`src/rtl/adc_serial_responder.sv`:
```
// Serial ADC stand-in: answers a 3-wire master (adc_clk, adc_cs, adc_sd) with a
// frame of leading zeros followed by a sample, MSB first, shifted on adc_clk falls.
module adc_serial_responder #(
  parameter int SAMPLE_WIDTH = 12,
  parameter int LEAD_ZEROS   = 4,
  parameter int SYNC_STAGES  = 2
) (
  input  logic                    clk,
  input  logic                    reset,
  input  logic                    adc_clk,
  input  logic                    adc_cs,
  input  logic [1:0]              mode,
  input  logic [SAMPLE_WIDTH-1:0] sample_in,
  output logic                    adc_sd,
  output logic                    adc_sd_oe,
  output logic                    frame_done,
  output logic                    frame_abort,
  output logic [SAMPLE_WIDTH-1:0] sent_sample
);

  localparam int FRAME         = LEAD_ZEROS + SAMPLE_WIDTH;
  localparam int CW            = $clog2(FRAME);
  localparam int PW            = $clog2(SYNC_STAGES + 2);
  localparam int PRIME_MAX_INT = SYNC_STAGES + 1;
  localparam logic [CW-1:0] LAST_BIT  = CW'(FRAME - 1);
  localparam logic [PW-1:0] PRIME_MAX = PW'(PRIME_MAX_INT);

  typedef enum logic [1:0] {ST_IDLE, ST_SHIFT, ST_DONE} state_t;

  state_t                  state_q, state_d;
  logic [SYNC_STAGES:0]    clk_sync_q, clk_sync_d;
  logic [SYNC_STAGES:0]    cs_sync_q, cs_sync_d;
  logic [PW-1:0]           prime_q, prime_d;
  logic [FRAME-1:0]        shreg_q, shreg_d;
  logic [CW-1:0]           bit_cnt_q, bit_cnt_d;
  logic [SAMPLE_WIDTH-1:0] ramp_q, ramp_d;
  logic [SAMPLE_WIDTH-1:0] sent_q, sent_d;
  logic [1:0]              mode_q, mode_d;
  logic                    sd_q, sd_d;
  logic                    oe_q, oe_d;
  logic                    done_q, done_d;
  logic                    abort_q, abort_d;

  logic                    primed;
  logic                    sclk_fall, cs_fall, cs_rise;
  logic [SAMPLE_WIDTH-1:0] sel_value;

  // The top bit of each chain is edge history only; strobes compare the last two.
  // cs_fall is ignored until the whole chain has been refilled from the pin after
  // reset, so a cs already low at reset release never starts a frame.
  assign primed    = (prime_q == PRIME_MAX);
  assign sclk_fall = clk_sync_q[SYNC_STAGES] & ~clk_sync_q[SYNC_STAGES-1];
  assign cs_fall   = primed & cs_sync_q[SYNC_STAGES] & ~cs_sync_q[SYNC_STAGES-1];
  assign cs_rise   = ~cs_sync_q[SYNC_STAGES] & cs_sync_q[SYNC_STAGES-1];

  always_comb begin
    sel_value = sample_in;
    case (mode)
      2'd0: sel_value = sample_in;
      2'd1: sel_value = ramp_q;
      2'd2: sel_value = {1'b1, {(SAMPLE_WIDTH-1){1'b0}}};
      2'd3: sel_value = {SAMPLE_WIDTH{1'b1}};
      default: sel_value = sample_in;
    endcase
  end

  always_comb begin
    clk_sync_d = {clk_sync_q[SYNC_STAGES-1:0], adc_clk};
    cs_sync_d  = {cs_sync_q[SYNC_STAGES-1:0], adc_cs};
    prime_d    = primed ? prime_q : prime_q + PW'(1);
    state_d    = state_q;
    shreg_d    = shreg_q;
    bit_cnt_d  = bit_cnt_q;
    ramp_d     = ramp_q;
    sent_d     = sent_q;
    mode_d     = mode_q;
    sd_d       = sd_q;
    oe_d       = oe_q;
    done_d     = 1'b0;
    abort_d    = 1'b0;

    case (state_q)
      ST_IDLE: begin
        sd_d = 1'b0;
        oe_d = 1'b0;
        if (cs_fall) begin
          shreg_d   = {{LEAD_ZEROS{1'b0}}, sel_value};
          sent_d    = sel_value;
          mode_d    = mode;
          bit_cnt_d = '0;
          sd_d      = 1'b0;
          oe_d      = 1'b1;
          state_d   = ST_SHIFT;
        end
      end
      ST_SHIFT: begin
        if (sclk_fall && bit_cnt_q == LAST_BIT) begin
          // Completion beats a simultaneous cs_rise: the frame is fully out.
          sd_d    = 1'b0;
          done_d  = 1'b1;
          if (mode_q == 2'd1) ramp_d = ramp_q + SAMPLE_WIDTH'(1);
          if (cs_rise) begin
            oe_d    = 1'b0;
            state_d = ST_IDLE;
          end else begin
            state_d = ST_DONE;
          end
        end else if (cs_rise) begin
          sd_d    = 1'b0;
          oe_d    = 1'b0;
          abort_d = 1'b1;
          state_d = ST_IDLE;
        end else if (sclk_fall) begin
          bit_cnt_d = bit_cnt_q + CW'(1);
          shreg_d   = {shreg_q[FRAME-2:0], 1'b0};
          sd_d      = shreg_q[FRAME-2];
        end
      end
      ST_DONE: begin
        sd_d = 1'b0;
        if (cs_rise) begin
          oe_d    = 1'b0;
          state_d = ST_IDLE;
        end
      end
      default: begin
        sd_d    = 1'b0;
        oe_d    = 1'b0;
        state_d = ST_IDLE;
      end
    endcase
  end

  always_ff @(posedge clk) begin
    if (reset) begin
      state_q    <= ST_IDLE;
      clk_sync_q <= '1;
      cs_sync_q  <= '1;
      prime_q    <= '0;
      shreg_q    <= '0;
      bit_cnt_q  <= '0;
      ramp_q     <= '0;
      sent_q     <= '0;
      mode_q     <= '0;
      sd_q       <= 1'b0;
      oe_q       <= 1'b0;
      done_q     <= 1'b0;
      abort_q    <= 1'b0;
    end else begin
      state_q    <= state_d;
      clk_sync_q <= clk_sync_d;
      cs_sync_q  <= cs_sync_d;
      prime_q    <= prime_d;
      shreg_q    <= shreg_d;
      bit_cnt_q  <= bit_cnt_d;
      ramp_q     <= ramp_d;
      sent_q     <= sent_d;
      mode_q     <= mode_d;
      sd_q       <= sd_d;
      oe_q       <= oe_d;
      done_q     <= done_d;
      abort_q    <= abort_d;
    end
  end

  assign adc_sd      = sd_q;
  assign adc_sd_oe   = oe_q;
  assign frame_done  = done_q;
  assign frame_abort = abort_q;
  assign sent_sample = sent_q;

endmodule

```
`config.mk`:
```
export PLATFORM = sky130hd
export DESIGN_NAME = adc_serial_responder
export DESIGN_NICKNAME = d
export VERILOG_FILES = /design/src/rtl/adc_serial_responder.sv
export SDC_FILE = /design/constraint.sdc
export NUM_CORES = 1
export LEC_CHECK = 0
export CAP_MARGIN = 20
export CELL_PAD_IN_SITES_DETAIL_PLACEMENT = 1
export CELL_PAD_IN_SITES_GLOBAL_PLACEMENT = 1
export CORE_ASPECT_RATIO = 0.6
export CORE_MARGIN = 8
export CORE_UTILIZATION = 35
export DETAILED_ROUTE_END_ITERATION = 12
export GPL_TIMING_DRIVEN = 0
export PLACE_DENSITY_LB_ADDON = 0.12
export SYNTH_ARGS = -nofsm -noshare
export SYNTH_HDL_FRONTEND = slang
export SYNTH_SLANG_ARGS = --single-unit
```
`constraint.sdc`:
```
create_clock -name clk -period 6.1 [get_ports clk]
set_input_delay 1.525 -clock clk [delete_from_list [all_inputs] [get_ports clk]]
set_output_delay 1.525 -clock clk [all_outputs]
set_load 0.02 [all_outputs]
```
==> results_dict.tcl <==
set metrics [dict create \
    ys_ff_latch 59 \
    rsz0062_at_grt "no" \
    post-route-cell-area_um2 3645 \
    skew_ps 6.277 \
    overflow 0 \
    yosysTopAreaCell "dfxtp_1" \
    cts-root-buf "clkbuf_16" \
    synthFlopType "dfxtp_1" \
    fp.dieW_um 132.9 \
    path_common_cell "clkbuf_1" \
    slowest_stage "clkdlybuf4s50_1" \
    netSwitchingPower_uw 229.5 \
    synth_common_cells "dfxtp_1, nand2_1, a21oi_1" \
    ys_seq_area_share_pct 41.13 \
    status "completed" \
    cp_top_family "buffers and inverters" \
    endpoint_kind "register" \
    critPathBufInv 3 \
    critPathArrivalTime_ps 3250 \
    synthArstFlopShare_pct 0 \
    place_ws_ps 2692 \
    cpPeakStageDelay_ps 630 \
    insertion_delay_ps 330 \
    routabilityCongestion 0.8212 \
    cts.sinks 59 \
    ir_drop_uv 144.0 \
    max_freq_mhz 326.1 \
    boundaryPins 34 \
    p_total_mw 1.031 \
    initial_core_util_pct 36.28 \
    cp.required_ps 6290 \
    switching_share_pct 22.27 \
    drt-vias-per-instance 5.464 \
    max_cap_viol_count 0 \
    port_buffers 31 \
    cts_resized 0 \
    synth_top_area_share_pct 41.13 \
    antenna_cells 0 \
    clockBufferDepth 2 \
    grt_max_degree 11 \
    synth_area_leaders "dfxtp_1, a21oi_1, nand2_1" \
    syn-instance-count 362 \
    antenna_found_initial 0 \
    fin_hold_ws_ps 409.6 \
    critPathKind "primary input to register" \
    synth_warnings 0 \
    clkTransAtPathRegs_ps 50 \
    intPower_uw 801.0 \
    die_y_um 86.16 \
    htree_num_levels 3 \
    syn_area_um2 2872 \
    slew_viol_final 0 \
    synth-edff-count 0 \
    num_vias 2825 \
    coreArea_um2 7914 \
    pwr-share-comb_pct 7.2 \
    power.density_nw_per_um2 282.7 \
    post_cts_buffers 0 \
    numCtsBuffers 9 \
    drive_gt1_share_pct 6.846 \
    grt_pass1_vias 2894 \
    worstMarginPinSlew_ps 646.7 \
    clkPwrFrac_pct 54.1 \
    syn-mean-instance-area_um2 7.932 \
    cts_tree "yes" \
    fin_nets 429 \
    area_growth_pct 26.93 \
    ant_nets 0 \
    post-dp-hpwl_mm 7.190 \
    seqPwrFrac_pct 38.7 \
    fin_tns_setup_ps 0 \
    crit_fanout 10 \
    drtPass1Iterations 4 \
    placed_area_um2 3317 \
    drc 0 \
    hold_viol 0 \
    grt_usage_pct 17.59 \
    post-synth-top-count-cell "dfxtp_1" \
    cp-start-kind "primary input" \
    fin_crit_ps 3066 \
    ys_types 40 \
    min_path_type "register to register" \
    drt-wirelength-per-cell_um 18.65 \
    drtIter0Drc 131 \
    grt_pass1_wl_mm 15.61 \
    rows 25 \
    wl_mm 9.642 \
    crit_chain "clkdlybuf4s50_1 > clkbuf_1 > clkbuf_1 > nor3_1" \
    setup_viol 0 \
    syn-num-nets 387 \
    dieArea_um2 11450 \
    period_share_pct 50.26 \
    p_leak_nw 1.231 \
    setup_slack_ps 3034 \
    holdBufCountCts 0 \
    slew_headroom_pct 56.72 \
]
metal layers:
layer | track usage (%) | part of all wire, % | vias up
met5 | 0 | 0 | -
met4 | 6.455 | 1.5 | 0
met3 | 5.251 | 5.3 | 15
met2 | 25.92 | 42 | 55
met1 | 23.61 | 51 | 1381
li1 | - | - | 1374
cells by family (layout without fill, tap and decap cells):
group / after synthesis / count (layout) / share of synthesized area [%]
AO/OA/AOI/OAI: 93 / 93 / 19.78
XOR/XNOR: 6 / 6 / 1.830
adder cells (fa/ha/maj): 7 / 7 / 3.050
buffers and inverters: 33 / 80 / 4.357
flip-flops: 59 / 59 / 41.13
multiplexers: 5 / 5 / 1.874
AND/OR/NAND/NOR: 159 / 159 / 27.97
state kept, by name (all words and copies together), names as in the netlist, 2 cells and up:
register / cells
shreg_q: 15
ramp_q: 12
mode_q: 2
cs_sync_q: 3
state_q: 2
sent_sample: 12
clk_sync_q: 3
prime_q: 2
bit_cnt_q: 4
placed cells by master (no fill, tap or decap), types with 6 or more instances in the layout:
cell type | synthesis | layout
dfxtp_1 | 59 | 59
nand2_1 | 41 | 41
a21oi_1 | 36 | 36
clkdlybuf4s50_1 | 0 | 31
nor2_1 | 29 | 29
nor3_1 | 27 | 27
clkbuf_1 | 24 | 24
o21ai_0 | 24 | 24
nand2b_1 | 15 | 15
o221ai_1 | 10 | 10
a21o_1 | 10 | 10
clkbuf_16 | 0 | 9
inv_1 | 7 | 7
nor2b_1 | 7 | 7
or2_2 | 7 | 7
ha_1 | 7 | 7
nand3_1 | 6 | 6
nand4_1 | 6 | 6
through the flow:
stage | util [%] | instances
3_5_place_dp | 41.91 | 501
3_3_place_gp | 41.91 | 501
4_1_cts | 46.06 | 517
5_1_grt | 46.06 | 517
6_report | 46.06 | 517
2_1_floorplan | - | 362
power groups by stage:
| stage | logic (mW) | clock network [mW] | registers, mW |
|---|---|---|---|
| floorplan | 0.0443 | 0 | 0.406 |
| global placement | 0.0723 | 0 | 0.406 |
| detailed placement | 0.0740 | 0 | 0.407 |
| CTS | 0.0748 | 0.569 | 0.398 |
| global route | 0.0837 | 0.583 | 0.399 |
| finish | 0.0745 | 0.558 | 0.398 |
final cells by class:
type | instances | area, µm²
Inverter | 7 | 26.28
Timing Repair Buffer | 31 | 310.3
Tap cell | 108 | 135.1
Multi-Input combinational cell | 270 | 1565
Clock inverter | 5 | 75.07
Clock buffer | 11 | 252.7
Buffer | 26 | 98.84
Fill cell | 965 | 4269
Sequential cell | 59 | 1181
path summary, 6_finish.rpt:
check	end	slack [ps]	startpoint	cells past startpoint
max	shreg_q[7]	3030	reset	4
max reg2reg	shreg_q[0]	3780	state_q[0]	8
min reg2reg	clk_sync_q[1]	410	clk_sync_q[0]	1
min	clk_sync_q[1]	410	clk_sync_q[0]	1
Power figures use the tool's default switching activity.
==> variant: new RTL, same settings <==
Take the reset off `shreg_q` and load it in a clocked block of its own.
--- a/src/rtl/adc_serial_responder.sv
+++ b/src/rtl/adc_serial_responder.sv
@@ -137,7 +137,6 @@
       clk_sync_q <= '1;
       cs_sync_q  <= '1;
       prime_q    <= '0;
-      shreg_q    <= '0;
       bit_cnt_q  <= '0;
       ramp_q     <= '0;
       sent_q     <= '0;
@@ -151,7 +150,6 @@
       clk_sync_q <= clk_sync_d;
       cs_sync_q  <= cs_sync_d;
       prime_q    <= prime_d;
-      shreg_q    <= shreg_d;
       bit_cnt_q  <= bit_cnt_d;
       ramp_q     <= ramp_d;
       sent_q     <= sent_d;
@@ -163,6 +161,10 @@
     end
   end
 
+  always_ff @(posedge clk) begin
+    shreg_q <= shreg_d;
+  end
+
   assign adc_sd      = sd_q;
   assign adc_sd_oe   = oe_q;
   assign frame_done  = done_q;
Behaviour: same outputs for any inputs over 10 cycles, from zero or initial values and one cycle with reset high; that may be too few to reach the edited logic, so the function may still have changed.
==> variant against the unedited design <==
- final area down 7.6%
- largest cell class is now registers
- worst setup slack worse by 61 ps
- sequential cell count unchanged
- wire length down 23%
- critical path depth unchanged
- total power down 11%
- clock skew up 1.7 ps
- cell count down 14%
- synthesized cell count down 20%
- non-clock buffer count down 9
- synthesized area down 8.3%
- via count down 21%
- highest routed layer unchanged
==> variant: results (changes against the unedited design) <==
Status
  – Status: finished, final reports clean

Global routing
  – Vias in the first global route: 2,264 (-22%)
  – GR Util All Layers: 14.5% (-3.1 points)
  – Largest net degree at the start of global routing: 12 (+1)
  – First-pass GRT wire length: 12,000 um (-23%)
  – Initial antenna violation count: 0 (unchanged)

Logic synthesis
  – Top_reg_cell synth: dfxtp_1
  – Largest cells by area after synthesis: dfxtp_1, edfxtp_1, nor2b_1
  – Unique cell type count in the Yosys netlist: 37 (-7.5%)
  – Asr flop ratio synth: 0% (unchanged)
  – Sequential area share after synthesis: 50.5% (+9.4 points)
  – Warnings from Yosys: 0 (unchanged)
  – Number of synthesized flops with an enable pin: 15 (+15)
  – Post-synth net total: 315 (-19%)
  – Syn_area_per_cell: 9.08 um^2 (+14%)
  – Commonest cells in the netlist: dfxtp_1, nand2_1, o21ai_0

Clock network
  – Skew-Pair Late Insertion Delay: ~320 ps
  – Cts hold-fix bufs: 0 (unchanged)
  – CTS H-Tree Depth: 3 (unchanged)
  – PostCTS Resize Cnt: 0 (unchanged)
  – CTS Root Buffer Type: clkbuf_16
  – Worst-path clk slew: 50 ps (about the same)
  – CTS Buffer Depth: 2 (unchanged)
  – CTS Buf Count: 9 (unchanged)

Timing
  – Worst clock skew: 7.97 ps (+1.70 ps)
  – Worst Tran Pin Value: 630 ps (-16.5 ps)

Routing
  – Initial detailed-routing violation count: 118 (-9.9%)
  – Routed vias: 2,238 (-21%)
  – Wire per inst: 16.8 um (-10%)
  – Routed WL: 7440 um (-23%)
  – Drt pass-1 iters: 4 (unchanged)

Finish
  – FILL cells: 851 (-12%)
  – Max reg flops: 15 (unchanged)
  – Final net count: 360 (-16%)
  – Antenna cells: 0 (unchanged)
  – Top reg by flops: shreg_q
  – Share of cells above drive strength 1: 7.06% (+0.21 points)

Worst setup path
  – Crit path max-delay family: buffers and inverters
  – RR Startpoint: state_q[1]
  – Crit path DAT: 3310 ps (+60 ps)
  – Slowest Stage Delay on Critical Path: 650 ps (+20 ps)
  – Critical-path top delay cell: clkdlybuf4s50_1
  – Crit. Startpoint: reset

Place
  – Detail Placement HPWL: 5490 um (-24%)
  – Dpl cell area: 3100 um^2 (-6.5%)
  – RD Place Congestion: 0.778 (-5.3%)
  – Placed cell count: 428 (-15%)
  – Port Buf Inserts: 33 (+6.5%)
  – Worst slack, placed: 2610 ps (-79.4 ps)

Power and ir drop
  – Max VDD drop: 150 uV (+3.9%)
  – NetSw: 0.201 mW (-12%)
  – P_leak: 1.12 nW (-9.3%)

Worst hold path
  – Hold path start: cs_sync_q[0]
  – Class of the worst hold path: flip-flop to flip-flop

Flow run
  – Max-Cap Viols: 0 (unchanged)
==> variant: cell types whose count changed after synthesis, moves of 15 or more <==
cell      delta
nor3_1      -21
edfxtp_1    +15
nor2b_1     +20
nor2_1      -15
a21oi_1     -19
dfxtp_1     -15
==> variant: power by group through the flow <==
stage / Clock (mW) / Combinational [mW] / Sequential (mW)
2_1_floorplan: 0 / 0.0311 / 0.421
3_3_place_gp: 0 / 0.0577 / 0.420
3_5_place_dp: 0 / 0.0598 / 0.421
4_1_cts: 0.461 / 0.0601 / 0.413
5_1_grt: 0.479 / 0.0659 / 0.413
6_report: 0.448 / 0.0594 / 0.413
==> variant: path summary, 6_finish.rpt <==
check	slack (ps)	endpoint	depth (start not counted)
setup / recovery	2970	prime_q[0]	4
hold / removal	410	cs_sync_q[1]	1
setup reg to reg	3690	shreg_q[2]	7
hold reg to reg	410	cs_sync_q[1]	1
==> variant: area by class of cell <==
cell class	count	area, um^2	share of cell area, %
Sequential cell	59	1330	39.5
Multi-Input combinational cell	211	1230	36.4
Timing Repair Buffer	34	338	10.0
Clock buffer	13	250	7.43
Tap cell	104	130	3.86
Buffer	14	53.8	1.60
Inverter	6	22.5	0.669
Clock inverter	3	15.0	0.446
==> variant: logic make-up (layout without fill, tap and decap cells) <==
group           Yosys count  after routing  synth area share [%]
mux                       2              2                 0.808
flops                    59             59                  50.5
xor+xnor                  6              6                  2.00
buf+inv                  20             70                  2.90
fa+ha+maj                 7              7                  3.33
simple gates            126            126                  25.5
compound gates           70             70                  15.0
==> variant: worst reg2reg max path, delay by kind of cell, from the launching register on <==
kind | cells | cell delay (ps)
buf+inv | 3 | 750
fa+ha+maj | 1 | 280
flops | 1 | 350
simple gates | 3 | 720
==> variant: routing by layer <==
layer / up-vias / global-route usage (%) / part of all wire (%)
met3: 6 / 5.29 / 4.1
met4: 0 / 4.18 / 0.95
met5: - / 0 / 0
li1: 1112 / - / -
met1: 1082 / 20.3 / 55
met2: 38 / 20.0 / 40
